--- src/rtl/control_tablero_if.sv ---
// Snapshot handshake between game logic and the board colour sequencer.
// Game logic is the master; control_tablero is the slave.
interface control_tablero_if;
  logic [63:0] board;
  logic        board_valid;
  logic        board_ready;
  logic        lose_in;

  modport master (
    output board,
    output board_valid,
    output lose_in,
    input  board_ready
  );

  modport slave (
    input  board,
    input  board_valid,
    input  lose_in,
    output board_ready
  );
endinterface

--- src/rtl/control_tablero.sv ---
// Owns the 16 tile-colour registers feeding the VGA board mux and the win/lose flags.
// Accepted snapshots are committed one tile per clock, only while vblank is high.
module control_tablero #(
  parameter logic [3:0]  WIN_EXP   = 4'd11,
  parameter logic [23:0] EMPTY_RGB = 24'hCDC1B4,
  parameter logic [23:0] TOP_RGB   = 24'h3C3A32
) (
  input  logic                clk,
  input  logic                rst,
  input  logic                restart,
  input  logic                vblank,
  control_tablero_if.slave    brd,
  output logic [383:0]        rgb_bus,
  output logic                win,
  output logic                lose,
  output logic                busy
);

  localparam logic [1:0] IDLE     = 2'd0;
  localparam logic [1:0] WAIT_VBL = 2'd1;
  localparam logic [1:0] LOAD     = 2'd2;
  localparam logic [1:0] DONE     = 2'd3;

  logic [1:0]  state;
  logic [3:0]  idx;
  logic [63:0] shadow;
  logic        win_acc;
  logic [23:0] tile_rgb [16];
  logic [3:0]  cur_exp;

  function automatic logic [23:0] colour_of(input logic [3:0] e);
    logic [23:0] c;
    case (e)
      4'd0:    c = EMPTY_RGB;
      4'd1:    c = 24'hEEE4DA;
      4'd2:    c = 24'hEDE0C8;
      4'd3:    c = 24'hF2B179;
      4'd4:    c = 24'hF59563;
      4'd5:    c = 24'hF67C5F;
      4'd6:    c = 24'hF65E3B;
      4'd7:    c = 24'hEDCF72;
      4'd8:    c = 24'hEDCC61;
      4'd9:    c = 24'hEDC850;
      4'd10:   c = 24'hEDC53F;
      4'd11:   c = 24'hEDC22E;
      default: c = TOP_RGB;
    endcase
    return c;
  endfunction

  assign cur_exp         = shadow[{idx, 2'b00} +: 4];
  assign brd.board_ready = (state == IDLE);
  assign busy            = (state != IDLE);

  // Restart outranks everything, including a snapshot offered in the same cycle.
  always_ff @(posedge clk or posedge rst) begin
    if (rst) begin
      state   <= IDLE;
      idx     <= 4'd0;
      shadow  <= 64'd0;
      win_acc <= 1'b0;
      win     <= 1'b0;
      lose    <= 1'b0;
      for (int i = 0; i < 16; i++) tile_rgb[i] <= EMPTY_RGB;
    end else if (restart) begin
      state   <= IDLE;
      idx     <= 4'd0;
      win_acc <= 1'b0;
      win     <= 1'b0;
      lose    <= 1'b0;
      for (int i = 0; i < 16; i++) tile_rgb[i] <= EMPTY_RGB;
    end else begin
      case (state)
        IDLE: begin
          if (brd.board_valid) begin
            shadow  <= brd.board;
            win_acc <= 1'b0;
            idx     <= 4'd0;
            state   <= WAIT_VBL;
          end
        end
        WAIT_VBL: begin
          if (vblank) state <= LOAD;
        end
        // Dropping vblank freezes idx, so the commit resumes on the same tile.
        LOAD: begin
          if (vblank) begin
            tile_rgb[idx] <= colour_of(cur_exp);
            win_acc       <= win_acc | (cur_exp == WIN_EXP);
            idx           <= idx + 4'd1;
            if (idx == 4'd15) state <= DONE;
          end
        end
        DONE: begin
          win   <= win_acc;
          lose  <= brd.lose_in & ~win_acc;
          state <= IDLE;
        end
        default: state <= IDLE;
      endcase
    end
  end

  for (genvar g = 0; g < 16; g++) begin : g_bus
    assign rgb_bus[24*g +: 24] = tile_rgb[g];
  end

endmodule

--- src/flat_wrapper.sv ---
// flat-port wrapper written by rule: the top's interface ports become plain ports
module control_tablero_flat 
#(
  parameter logic [3:0]  WIN_EXP   = 4'd11,
  parameter logic [23:0] EMPTY_RGB = 24'hCDC1B4,
  parameter logic [23:0] TOP_RGB   = 24'h3C3A32
)
  (clk, rst, restart, vblank, rgb_bus, win, lose, busy, brd_board, brd_board_valid, brd_lose_in, brd_board_ready);
  control_tablero_if brd_i ();
  input  logic clk;
  input  logic rst;
  input  logic restart;
  input  logic vblank;
  output logic [383:0] rgb_bus;
  output logic win;
  output logic lose;
  output logic busy;
  input wire logic [$bits(brd_i.board)-1:0] brd_board;
  input wire logic [$bits(brd_i.board_valid)-1:0] brd_board_valid;
  input wire logic [$bits(brd_i.lose_in)-1:0] brd_lose_in;
  output wire logic [$bits(brd_i.board_ready)-1:0] brd_board_ready;
  assign brd_i.board = brd_board;
  assign brd_i.board_valid = brd_board_valid;
  assign brd_i.lose_in = brd_lose_in;
  assign brd_board_ready = brd_i.board_ready;
  control_tablero #(.WIN_EXP(WIN_EXP), .EMPTY_RGB(EMPTY_RGB), .TOP_RGB(TOP_RGB)) u_core (.clk(clk), .rst(rst), .restart(restart), .vblank(vblank), .brd(brd_i), .rgb_bus(rgb_bus), .win(win), .lose(lose), .busy(busy));
endmodule
--- config.mk ---
export PLATFORM = sky130hd
export DESIGN_NAME = control_tablero_flat
export DESIGN_NICKNAME = d
export VERILOG_FILES = /design/src/rtl/control_tablero_if.sv /design/src/rtl/control_tablero.sv /design/src/flat_wrapper.sv
export SDC_FILE = /design/constraint.sdc
export NUM_CORES = 1
export LEC_CHECK = 0
export BUFFER_PORTS_ARGS = -buffer_cell sky130_fd_sc_hd__buf_4
export CAP_MARGIN = 20
export CORE_ASPECT_RATIO = 1.75
export CORE_UTILIZATION = 45
export CTS_BUF_LIST = sky130_fd_sc_hd__clkbuf_4
export DETAILED_ROUTE_END_ITERATION = 16
export PLACE_DENSITY = 0.69
export REMOVE_ABC_BUFFERS = 1
export SYNTH_ARGS = -nofsm -noshare
export SYNTH_HDL_FRONTEND = slang
export SYNTH_SLANG_ARGS = --single-unit
--- constraint.sdc ---
create_clock -name clk -period 44.4 [get_ports clk]
set_input_delay 13.32 -clock clk [delete_from_list [all_inputs] [get_ports clk]]
set_output_delay 13.32 -clock clk [all_outputs]
set_load 0.02 [all_outputs]
# [Word-level counts from Yosys, hierarchy flattened]
# Memories as Yosys holds them, arrays and structs flattened.
# Cells that the tools add are included.
[totals] ff_bits=457 mem_bits_ro=384 inputBits=70 n_memories=1
[memory_table] name="(no name shown)" words=16 word_bits=24 rd=1 rd_ports_with_merged_regs=0 write_ports=0 line="control_tablero.sv:33" text="case (e)"
[op_classes] addsub=1 n_lt_le_gt_ge=2 eq_ne=9 shift=1 mux=27 bitwise=5 reduce_logical=11
[op_table] operator="$mux W384" count=3
[op_table] operator="$bwmux W384" count=1
[op_table] operator="$demux W24 S4" count=1
[op_table] operator="$mux W24" count=4
[op_table] operator="$shiftx A64 B7 Y4" count=1
[op_table] operator="$mux W4" count=3
[op_table] operator="$mux W2" count=5
[op_table] operator="$ne A3 B3 Y1 const B" count=3
[op_table] operator="$eq A4 B4 Y1 const B" count=2
[op_table] operator="$pmux W2 S4" count=1
[op_table] operator="$pmux W4 S2" count=1
[op_table] operator="$reduce_bool A2 Y1" count=4
[op_table] operator="$mux W1" count=7
[op_table] operator="$reduce_and A3 Y1" count=2
[op_table] operator="$ge A5 B5 Y1 const B" count=1
[op_table] operator="$lt A5 B1 Y1 const B" count=1
[op_table] operator="$not A4 Y5" count=1
[op_table] operator="$add A4 B1 Y4 const B" count=1
[op_table] operator="$eq A2 B2 Y1 const B" count=2
[op_table] operator="$reduce_and A4 Y1" count=1
[op_table] operator="$ne A3 B2 Y1 const B" count=1
[op_table] operator="$reduce_bool A3 Y1" count=1
[op_table] operator="$eq A2 B1 Y1 const B" count=1
[op_table] operator="$logic_not A2 Y1" count=1
[op_table] operator="6 further kinds" count=7

# [Depth between registers and ports, before layout]
# Gate-level depths: netlist of the first run.
[logic_depth] ltp_word=9 mapped_depth=14

# [Worst setup path after synthesis of the first run]
# No wires, ideal clock.
[synth_path] path_kind="input to register" start="input restart" end="register u_core.shadow[0]" setup_ns=0.125 t_arrival_ns=14.759 required_time_ns=44.275 slack_ns=29.516 path_stages=5 path_buffers=2 path_cell_list="clkbuf_1 -> clkinv_1 -> nand3_1 -> clkbuf_1 -> mux2_2"
[synth_between] elab_chain_len=2
[synth_lines] item="from (decl)" line="flat_wrapper.sv:12" text="input logic restart;"
[synth_lines] item="$not A1 Y1 (no line)"
[synth_lines] item="$reduce_and A3 Y1 (no line)"
[synth_lines] item="to (signal assigned)" line="control_tablero.sv:76" text="shadow <= brd.board;"
[synth_lines] item="to (decl)" line="control_tablero.sv:26" text="logic [63:0] shadow;"
# No other way between the ends.
# A chain may end at the register's enable or synchronous reset.

# [Worst setup path after layout of the first run]
[layout_path] start="register u_core.state[0]" end="output busy"
[layout_between] elab_chain_len=1
[layout_lines] item="from (decl)" line="control_tablero.sv:24" text="logic [1:0] state;"
[layout_lines] item="from (signal assigned)" line="control_tablero.sv:58" text="state <= IDLE;"
[layout_lines] item="from (signal assigned)" line="control_tablero.sv:66" text="state <= IDLE;"
[layout_lines] item="from (signal assigned)" line="control_tablero.sv:79" text="state <= WAIT_VBL;"
[layout_lines] item="$reduce_bool A2 Y1" line="control_tablero.sv:53" text="assign busy = (state != IDLE);"
[layout_lines] item="to (decl)" line="flat_wrapper.sv:17" text="output logic busy;"
# No other way between the ends.

==> metrics.txt, run 1 <==
WP data required 31080 ps; overall power 1.13 mW; Yosys reg bits 425; global-route wire length before repair 93800 µm; post-CTS setup buffers 0; share of cells above drive strength 1 0.438; Syn-to-layout area delta 26.1%; vias in the first global route 15600; initial cell density of the core 0.456; Fin. Hold Viols 0; leakage 10.4 nW; final setup fails 0; fin nets 2192; latest clock arrival within the worst-skew pair 840 ps; CTS H-tree lvls 3; pre-CTS WS 28010 ps; sequential share of the synthesized area 0.583; syn avg cell area 10.8 µm²; Syn. warnings 0; DR vias 15700; Synth Cell Area 18600 µm²; Rel. slew slack 0.203; pwr/cell area 48.2 nW/µm²; CTS tree built; # port buffers 457; post-synthesis simple-gate area fraction 0.0872; xor and xnor fraction of the mapped netlist area 0.000471; die area 42200 µm²; die height 271 µm; Worst setup EP type output pin; router iterations before antenna repair 5; total core area 40800 µm²; Worst Tran Pin Value 1200 ps; run status finished clean; Root Driver clkbuf_4; Synth Flop Type dfrtp_1; Yosys top cell by area dfrtp_1; clock slew at reported path FFs 70 ps; antenna violations before repair 3; Async SR Flop Fraction 1.00; initial DRC count 1028; final cell count without fillers 2744; Period minus WS final 15240 ps; Max Slew Vio Count 0; Hold Crit Class reg -> reg; WP data arrival 1920 ps; Distinct cells, synth 65; number of flops mapped to enable cells by yosys 0; largest family of logic cells by synthesized area compound AO/OA/AOI/OAI gates; share of the synthesized area in the top cell type 0.335; DRC Markers 0; Routed WL per cell 23.0 µm; via/cell ratio 5.74; most frequent cells in the layout buf_4, dfrtp_1, dfstp_2; final worst setup slack 29160 ps; RSZ-0062 raised after global routing false; grt total ovfl 0; TNS Setup 0 ps; Clock Tree Buf Depth 3; # clock sinks 425; final worst-path cycle share 0.343; Max Clock Freq 65.6 MHz; Final Skew 71.1 ps; # Max-Cap Violations 0; Die Span X 156 µm; placed instance count 2549; Setup crit start kind flip-flop; synth top area cells dfrtp_1, dfstp_2, a21oi_1; TritonCTS Buffers 98; Cells after Synth 1718; Crit Path Category reg -> out; pin count of the biggest net entering global routing 163; Post-DRT Antenna Nets 0; GP Congestion 0.855; Total GRT Usage 0.298; most common cell after layout, fill and taps aside buf_4; hold buffers post-CTS 0; Finished Core Util 0.575; Synth Area in Compound Gates 0.195; multiplexer share of the synthesized area 0.0685; Adder-Cell Fraction of Synth Area 0.0108; Top Ports 458; CP max FO 4; Max IR drop VDD 0.0487 mV; Resize count post-CTS 0; DP HPWL 42700 µm; Rows 98; Post-Route WL 63100 µm
-- where the power goes --
group	switching (mW)	leakage [nW]	internal, mW
combinational	0.272	4.41	0.0962
sequential	0.0189	5.19	0.424
clock	0.156	0.771	0.165
-- Yosys cell counts, types with 13 or more instances --
| cell | instances |
|---|---|
| o31ai_1 | 28 |
| dfstp_2 | 176 |
| nand2_1 | 115 |
| o21ai_1 | 51 |
| mux2_2 | 68 |
| dfrtp_1 | 249 |
| a311oi_1 | 17 |
| a211oi_1 | 37 |
| nand3_1 | 46 |
| ha_1 | 16 |
| o211ai_1 | 22 |
| a21oi_1 | 164 |
| nor3_1 | 67 |
| buf_2 | 24 |
| o21ai_0 | 157 |
| buf_4 | 42 |
| o22ai_1 | 18 |
| clkbuf_1 | 126 |
| mux2i_1 | 27 |
| a31oi_1 | 50 |
| nor2_1 | 98 |
| inv_1 | 13 |
-- logic make-up after synthesis --
family / count (synthesis)
XOR/XNOR: 1
AND/OR/NAND/NOR: 362
AO/OA/AOI/OAI: 595
buffers and inverters: 213
multiplexers: 106
adder cells (fa/ha/maj): 16
flip-flops: 425
-- final cells by class --
| type | count | area [µm²] |
|---|---|---|
| Fill cell | 3599 | 17400 |
| Sequential cell | 425 | 10900 |
| Multi-Input combinational cell | 1080 | 6800 |
| Timing Repair Buffer | 486 | 3730 |
| Clock buffer | 155 | 1160 |
| Tap cell | 550 | 688 |
| Clock inverter | 28 | 148 |
| Inverter | 15 | 68.8 |
| Antenna cell | 5 | 12.5 |
-- metrics by stage --
| stage | area [µm²] | hold slack (ps) |
|---|---|---|
| global placement | 22000 | 463 |
| CTS | 23300 | 477 |
| floorplan | 17600 | 474 |
| finish | 23500 | 474 |
| detailed placement | 22000 | 467 |
| global route | 23500 | 504 |
-- path summary, 6_finish.rpt --
check                                                start                              end  slack (ps)  cells past startpoint
max reg2reg                      u_core.idx[3]$_DFFE_PP0P_  u_core.rgb_bus[112]$_DFFE_PP1P_       40010                      9
max in group asynchronous                              rst  u_core.rgb_bus[378]$_DFFE_PP1P_       29640                      5
max                            u_core.state[0]$_DFFE_PP0P_                             busy       29160                      4
min                        u_core.rgb_bus[334]$_DFFE_PP1P_  u_core.rgb_bus[334]$_DFFE_PP1P_         470                      2
min reg2reg                u_core.rgb_bus[334]$_DFFE_PP1P_  u_core.rgb_bus[334]$_DFFE_PP1P_         470                      2
min in group asynchronous                              rst  u_core.rgb_bus[249]$_DFFE_PP0P_       12570                      2
-- registers in the layout, summed over array words and instances (netlist names) --
signal / count
u_core.rgb_bus: 352
u_core.shadow: 64
u_core.idx: 4
u_core.state: 2
u_core.lose: 1
u_core.win: 1
u_core.win_acc: 1
-- routing by layer --
| metal | global-route usage | wire, µm | vias up |
|---|---|---|---|
| li1 | - | - | 7017 |
| met1 | 0.335 | 22400 | 7742 |
| met2 | 0.511 | 32500 | 792 |
| met3 | 0.0586 | 4240 | 195 |
| met4 | 0.194 | 3930 | 0 |
| met5 | 0 | 0 | - |
-- critical path: stages, from the launching register on --
cell	delay (ps)
dfrtp_1	420
inv_1	140
ha_1	250
inv_1	130
buf_4	180
(Power assumes the default switching activity.)
==> run 2, diff against run 1 <==
- PLACE_DENSITY: 0.69 -> 0.72
- clock period: 44.4 -> 12.95 ns (I/O delays scaled with it)
==> run 2 against run 1 <==
Worst hold slack improved by 15 ps. Setup slack got worse by 22000 ps. Final cell count barely moved. First-iteration DRC count rose by 3.6%. Sequential cell count did not move. Highest routed layer unchanged.
==> metrics.txt, run 2 (synthesis gave the netlist of run 1 again) <==
Top Ports 458 (unchanged); run status finished clean; Worst setup EP type flip-flop; Max IR drop VDD 0.183 mV (+280%); share of cells above drive strength 1 0.440 (+0.00177); DRC Markers 0 (unchanged); Die Span X 156 µm (unchanged); DP HPWL 42200 µm (-1.1%); Root Driver clkbuf_4; clock slew at reported path FFs 70 ps (about the same); Total GRT Usage 0.297 (-0.000802); # port buffers 457 (unchanged); CP max FO 119 (+115); initial DRC count 1065 (+3.6%); TritonCTS Buffers 97 (-1.0%); final worst setup slack 6870 ps (-22300 ps); CTS tree built; most frequent cells in the layout buf_4, dfrtp_1, dfstp_2; Resize count post-CTS 0 (unchanged); die area 42200 µm² (unchanged); antenna violations before repair 4 (+1); GR Util met2 0.506 (-0.00460); Setup crit start kind input port; grt total ovfl 0 (unchanged); Max Clock Freq 164 MHz; Crit Path Category in -> reg; final worst-path cycle share 0.470; leakage 10.4 nW (+0.17%); latest clock arrival within the worst-skew pair 820 ps (-20 ps); Slowest-stage cell, CP nand3_2; grt peak-use layer met2; Post-DRT Antenna Nets 0 (unchanged); CP peak stage delay 580 ps (+160 ps); final setup fails 0 (unchanged); Fin. Hold Viols 0 (unchanged); hold buffers post-CTS 0 (unchanged); Rows 98 (unchanged); most common cell after layout, fill and taps aside buf_4; initial cell density of the core 0.456 (unchanged); pre-CTS WS 6210 ps (-21800 ps); die height 271 µm (unchanged); global-route wire length before repair 94100 µm (+0.30%); worst path cell trace buf_6 -> inv_6 -> nand3_2 -> buf_4 -> mux2_2; post-CTS setup buffers 0 (unchanged); met3 Track Usage GR 0.0548 (-0.00384); Max Slew Vio Count 0 (unchanged); overall power 3.89 mW (+240%); DR vias 15900 (+0.93%); pwr/cell area 166 nW/µm² (+240%); total core area 40800 µm² (unchanged); Final Skew 55.5 ps (-15.6 ps); Routed WL per cell 22.9 µm (-0.49%); RSZ-0062 raised after global routing false; CP top delay family buffers and inverters; via/cell ratio 5.79 (+0.96%); Rel. slew slack 0.236 (+0.0330); WP data arrival 6730 ps (+4810 ps); Hold Crit Class reg -> reg; fin nets 2190 (-0.091%); grt met1 use 0.332 (-0.00256); Post-Route WL 62800 µm (-0.52%); Syn-to-layout area delta 26.0% (about the same); Period minus WS final 6080 ps; WP data required 13600 ps (-17480 ps); CTS H-tree lvls 3 (unchanged); GP Congestion 0.860 (+0.57%); router iterations before antenna repair 6 (+1); vias in the first global route 15800 (+1.1%); CP Buf/Inv Count 3 (unchanged); Worst Tran Pin Value 1150 ps (-49.3 ps); max FFs per register 352 (unchanged); # clock sinks 425 (unchanged); # Max-Cap Violations 0 (unchanged); pin count of the biggest net entering global routing 184 (+13%); Clock Tree Buf Depth 3 (unchanged)
run 2: cell count changes in the layout (fill, tap and decap cells not counted), sizes merged:
cell	before	now
clkinv	22	23
clkinvlp	3	0
buf	486	485
diode	5	6
bufinv	1	2
run 2: worst paths after layout:
kind                                                 startpoint                               to  slack (ps)  cells after the start
worst max-delay path                                    restart     u_core.shadow[6]$_DFFE_PP0P_        6870                      5
worst min-delay path            u_core.rgb_bus[238]$_DFFE_PP1P_  u_core.rgb_bus[238]$_DFFE_PP1P_         490                      2
worst max register to register        u_core.idx[3]$_DFFE_PP0P_   u_core.rgb_bus[64]$_DFFE_PP1P_        8450                      9
worst min register to register  u_core.rgb_bus[238]$_DFFE_PP1P_  u_core.rgb_bus[238]$_DFFE_PP1P_         490                      2
max in group asynchronous                                   rst  u_core.rgb_bus[154]$_DFFE_PP0P_        8220                      3
min in group asynchronous                                   rst  u_core.rgb_bus[305]$_DFFE_PP0P_        3200                      2
run 2: worst min-delay path: stages, from the launching register on:
cell	delay, ps
dfstp_2	380
nand2_1	50
o21ai_1	60
run 2: layout make-up:
type / count / area [µm²]
fillers: 3532 / 17400
flip-flops and latches: 425 / 10900
inverters: 15 / 68.8
clock inverters: 27 / 165
repair buffers: 485 / 3710
diodes: 6 / 15.0
multi-input cells: 1080 / 6800
clock buffers: 155 / 1160
well taps: 550 / 688
run 2: layer usage:
layer | vias to the layer above | wire length [µm]
met5 | - | 0
met4 | 0 | 4540
met3 | 215 | 4060
met2 | 779 | 31900
met1 | 7879 | 22300
li1 | 7019 | -
run 2: power breakdown:
| part | internal [mW] | switching (mW) |
|---|---|---|
| Combinational | 0.330 | 0.921 |
| Clock | 0.584 | 0.535 |
| Sequential | 1.45 | 0.0640 |
run 2: stage by stage:
| step | instances | hold slack, ps | TNS [ps] | utilization | instance area, µm² |
|---|---|---|---|---|---|
| final | 2743 | 490 | 0 | 0.574 | 23500 |
| after global routing | 2743 | 507 | 0 | 0.574 | 23500 |
| after CTS | 2731 | 490 | 0 | 0.572 | 23400 |
| after detailed placement | 2549 | 479 | 0 | 0.540 | 22000 |
| after global placement | 2547 | 464 | 0 | 0.539 | 22000 |
| after floorplan | 1520 | 474 | -616770 | - | 17600 |
